--- config.mk ---
export PLATFORM = sky130hd
export DESIGN_NAME = wb_write_arbiter
export DESIGN_NICKNAME = d
export VERILOG_FILES = /design/src/rtl/wb_write_arbiter.sv
export SDC_FILE = /design/constraint.sdc
export NUM_CORES = 1
export LEC_CHECK = 0
export BUFFER_PORTS_ARGS = -buffer_cell sky130_fd_sc_hd__buf_4
export CAP_MARGIN = 20
export CORE_AREA = 4 4 170 172
export CTS_BUF_LIST = sky130_fd_sc_hd__clkbuf_8
export DETAILED_ROUTE_END_ITERATION = 10
export DIE_AREA = 0 0 174 176
export PLACE_DENSITY = 0.77
export SLEW_MARGIN = 10
export SYNTH_ARGS = -nofsm -noshare
export SYNTH_HDL_FRONTEND = slang
export SYNTH_SLANG_ARGS = --single-unit
--- constraint.sdc ---
create_clock -name clk -period 3.56 [get_ports clk]
set_clock_uncertainty 0.05 [all_clocks]
set_input_delay 0.356 -clock clk [delete_from_list [all_inputs] [get_ports clk]]
set_output_delay 0.356 -clock clk [all_outputs]
set_load 0.005 [all_outputs]
--- src/rtl/wb_write_arbiter.sv ---
// Writeback arbiter: merges single-cycle ALU results with buffered long-latency results onto the reg_file write port.
// Latency: ALU 1 cycle to reg_write; long-latency 2 cycles (push edge, then pop edge) when the FIFO is empty and the ALU is idle.
// Backpressure: ALU is never stalled and has fixed priority; the long-latency channel is held off with m_ready while the FIFO is full.
//
// Ports:
//   clk, reset                 clock, asynchronous active-low reset
//   a_valid/a_rd/a_data        ALU result stream (always accepted)
//   m_valid/m_ready/m_rd/m_data long-latency result channel (valid/ready)
//   reg_write/rd/write_data    registered reg_file write port
//   pending                    per-register bitmap of destinations still queued in the FIFO
//   fifo_count                 number of occupied FIFO entries
module wb_write_arbiter #(
  parameter int XLEN  = 64,
  parameter int DEPTH = 4,
  parameter int CW    = $clog2(DEPTH) + 1
) (
  input  logic            clk,
  input  logic            reset,
  input  logic            a_valid,
  input  logic [4:0]      a_rd,
  input  logic [XLEN-1:0] a_data,
  input  logic            m_valid,
  output logic            m_ready,
  input  logic [4:0]      m_rd,
  input  logic [XLEN-1:0] m_data,
  output logic            reg_write,
  output logic [4:0]      rd,
  output logic [XLEN-1:0] write_data,
  output logic [31:0]     pending,
  output logic [CW-1:0]   fifo_count
);

  localparam int AW = $clog2(DEPTH);

  logic [4:0]      mem_rd   [DEPTH];
  logic [XLEN-1:0] mem_data [DEPTH];
  logic [AW-1:0]   wr_ptr;
  logic [AW-1:0]   rd_ptr;

  logic fifo_full;
  logic fifo_empty;
  logic alu_sel;
  logic push;
  logic pop;

  assign fifo_full  = (fifo_count == CW'(DEPTH));
  assign fifo_empty = (fifo_count == '0);

  // Ready depends only on occupancy and reset, never on m_valid.
  assign m_ready = reset && !fifo_full;

  // A write to x0 is architecturally a no-op, so it is treated as no request.
  assign alu_sel = a_valid && (a_rd != 5'd0);
  assign push    = m_valid && m_ready && (m_rd != 5'd0);
  assign pop     = !alu_sel && !fifo_empty;

  // Entry storage needs no reset: only occupied slots are ever read.
  always_ff @(posedge clk) begin
    if (push) begin
      mem_rd[wr_ptr]   <= m_rd;
      mem_data[wr_ptr] <= m_data;
    end
  end

  always_ff @(posedge clk or negedge reset) begin
    if (!reset) begin
      wr_ptr     <= '0;
      rd_ptr     <= '0;
      fifo_count <= '0;
    end else begin
      if (push) wr_ptr <= wr_ptr + 1'b1;
      if (pop)  rd_ptr <= rd_ptr + 1'b1;
      case ({push, pop})
        2'b10:   fifo_count <= fifo_count + 1'b1;
        2'b01:   fifo_count <= fifo_count - 1'b1;
        default: fifo_count <= fifo_count;
      endcase
    end
  end

  always_ff @(posedge clk or negedge reset) begin
    if (!reset) begin
      reg_write  <= 1'b0;
      rd         <= '0;
      write_data <= '0;
    end else if (alu_sel) begin
      reg_write  <= 1'b1;
      rd         <= a_rd;
      write_data <= a_data;
    end else if (pop) begin
      reg_write  <= 1'b1;
      rd         <= mem_rd[rd_ptr];
      write_data <= mem_data[rd_ptr];
    end else begin
      // rd/write_data hold so the write port does not toggle on idle cycles.
      reg_write  <= 1'b0;
    end
  end

  // An entry is occupied when its distance from the head is below the count;
  // the bit drops on the same edge that moves the entry onto reg_write.
  always_comb begin
    logic [AW-1:0] off;
    pending = '0;
    off     = '0;
    for (int i = 0; i < DEPTH; i++) begin
      off = AW'(i) - rd_ptr;
      if ({1'b0, off} < fifo_count) pending[mem_rd[i]] = 1'b1;
    end
    pending[0] = 1'b0;
  end

endmodule

==> results.cfg <==
[synth]
synth_top_area_share_pct = 55.9
yosys-top-cells-count = edfxtp_1 (276), nand2_1 (146), dfrtp_1 (77), nor2_1 (77), mux4_2 (69)
async_flop_share_pct = 21.8
synth.distinct_cells = 55
synth_nets = 1117
synthesis.area_um2 = 14800
synth_warnings = 0
synth_cells = 965
yosysMostFrequentCell = edfxtp_1
ys.flop_type = edfxtp_1
synth-seq-area-share_pct = 68.9
yosys.area.top_type = edfxtp_1
syn_area_per_cell_um2 = 15.4
yosys_register_bits = 353
synth_edf_count = 276
synthTopCellsByArea = edfxtp_1 (56%), dfrtp_1 (13%), mux4_2 (10%)

[placement]
portBuffers = 246
dp_hpwl_mm = 24.1
post-place-ws_ns = 0.729
gp_congestion = 0.922

[detailed_routing]
via_per_inst = 5.83
drt_iter0_drc = 782
routed_wl_mm = 39.5
route.detailed.drc = 0
routedWlPerCell_um = 22.6
first_pass_iters = 5
num_vias = 10200
ant_nets = 0

[floorplanning]
die_h_um = 176
fp.dieW_um = 174
die-area_um2 = 30600
initial_core_util_pct = 53.9
core_um2 = 27500
pin_count = 248
num_rows = 61

[setup_path]
critPathLaunchType = register
critPathRequiredTime_ns = 3.15
cpPeakStageDelay_ns = 0.59
cp-end-kind = primary output
worstPathCellList = xnor2_1 -> inv_1 -> ha_1 -> nand2b_1 -> o2111ai_1 -> a2bb2o_1 -> a221o_1 -> buf_4
cp.arrival_ns = 3.03
crit_path_max_fanout = 17
slowest_stage = dfrtp_4
path_class = register to primary output

[grt]
grt_pass1_wl_mm = 60.5
grt_pass1_vias = 10800
grt.total_usage_pct = 25.2
grt_max_degree = 78
grt-ovfl-total = 0
antenna_found_initial = 3

[timing]
relSlewSlack_pct = 41.4
period_share_pct = 96.6
finalSetupViolCount = 0
max_freq_mhz = 291
finalCriticalPeriod_ns = 3.44
hold_viol_final = 0
worst_slack_ns = 0.122
rsz0062_at_grt = true
tightest_slew_ns = 0.878
maxSlewViolCount = 0

[run_status]
status = complete, no violations

[pwr]
powerDensity_nw_per_um2 = 681
power.leakage_nw = 7.37
ir_worst_vdd_mv = 0.451

[clock_tree]
clk_pin_slew_ns = 0.06
numCtsBuffers = 54
clockRootBuffer = clkbuf_8
cts_buffer_depth = 3
cts_tree = done
cts_max_level = 2
cts_resized = 0
cts.sinks = 353
clk-insertion-delay-late_ns = 0.58

[cells_and_area]
areaGrowthSynthToFinish_pct = 31.0
utilization_pct = 70.6
layout-drive-gt1-share_pct = 30.7
nets = 1508

[run]
max_cap_viol_count = 0

[hold_path]
holdCritPathClass = input pin to register
## state kept, by name (all words and copies together) (netlist names)
name,flops
fifo_count,3
mem_data,256
mem_rd,20
rd,5
rd_ptr,2
reg_write,1
wr_ptr,2
write_data,64
## metrics by stage
| stage | area (um2) | hold slack (ns) | total power [mW] | cells | setup TNS [ns] |
|---|---|---|---|---|---|
| floorplan | 14800 | 0.0104 | 8.23 | 965 | 0 |
| global placement | 17000 | 0.469 | 9.83 | 1513 | 0 |
| detailed placement | 17000 | 0.477 | 9.91 | 1513 | 0 |
| CTS | 19400 | 0.000200 | 13.3 | 1744 | 0 |
| global route | 19400 | 0.0207 | 13.9 | 1749 | -0.176 |
| finish | 19400 | 0.0318 | 13.2 | 1749 | 0 |
## kinds of logic after synthesis
| family | count (synthesis) | share of synthesized area [%] |
|---|---|---|
| xor gates and xnor gates | 7 | 0.414 |
| AOI/OAI and AO/OA | 162 | 8.53 |
| and+or+nand+nor | 283 | 8.12 |
| muxes | 70 | 10.6 |
| buffers and inverters | 79 | 2.50 |
| DFF | 353 | 68.9 |
| other | 1 | 0.0253 |
| adders and majority gates | 10 | 0.895 |
## where the power goes
part / internal (mW) / switching, mW / leakage [nW]
Sequential: 5.16 / 0.400 / 3.38
Clock: 1.68 / 1.54 / 0.620
Combinational: 2.07 / 2.37 / 3.37
## cell type report
class                   count  area (um2)
flip-flops and latches    353       10200
clock inverters            41         239
well taps                 346         433
clock buffers              59         812
diodes                      3        7.51
repair buffers            398        3380
inverters                  16        60.1
multi-input cells         533        4260
fillers                  1805        8070
## placed cells by master (no fill, tap or decap), types with 9 or more instances in the layout
cell type / synthesis / layout
inv_1: 16 / 35
nor3_1: 9 / 9
clkbuf_8: 0 / 59
a31oi_1: 68 / 68
a221o_1: 17 / 17
buf_4: 11 / 261
dfrtp_1: 77 / 75
edfxtp_1: 276 / 276
nand2b_1: 13 / 13
dlygate4sd3_1: 0 / 132
o221ai_1: 12 / 12
o2111ai_1: 14 / 14
clkinv_2: 0 / 13
ha_1: 9 / 9
mux4_2: 69 / 69
nor2b_1: 13 / 13
nand2_1: 146 / 146
o22ai_1: 15 / 15
nor2_1: 77 / 77
## metal layers
layer / global-route usage (%) / routed length (um) / vias up
met5: 0 / 0 / -
met4: 7.92 / 1040 / 0
met3: 5.70 / 2760 / 75
met2: 42.8 / 20000 / 451
met1: 32.8 / 15700 / 5117
li1: - / - / 4553
## final timing paths
kind | from | to | slack (ns) | cells past startpoint
max in group asynchronous | reset | rd_ptr[0]$_DFFE_PN0P_ | 2.38 | 4
max reg2reg | fifo_count[1]$_DFFE_PN0P_ | mem_data[2][61]$_DFFE_PP_ | 1.13 | 5
min in group asynchronous | reset | write_data[17]$_DFFE_PN0P_ | 0.39 | 3
max | rd_ptr[1]$_DFFE_PN0P_ | pending[16] | 0.12 | 8
min reg2reg | write_data[6]$_DFFE_PN0P_ | write_data[6]$_DFFE_PN0P_ | 0.49 | 2
min | a_data[24] | write_data[24]$_DFFE_PN0P_ | 0.03 | 3
## what timing repair did
item	in CTS	in global routing
hold buffers	131	1
endpoints found under the hold margin	336	41
buffers inserted	0	0
endpoints found under the setup margin	0	7
## worst max-delay path, delay by kind of cell, from the launching register on
kind	cells	cell delay (ns)
AOI/OAI and AO/OA	3	0.92
xor gates and xnor gates	1	0.28
adders and majority gates	1	0.28
buffers and inverters	2	0.21
DFF	1	0.59
and+or+nand+nor	1	0.20
No activity file was read; power rests on OpenSTA's default activity.
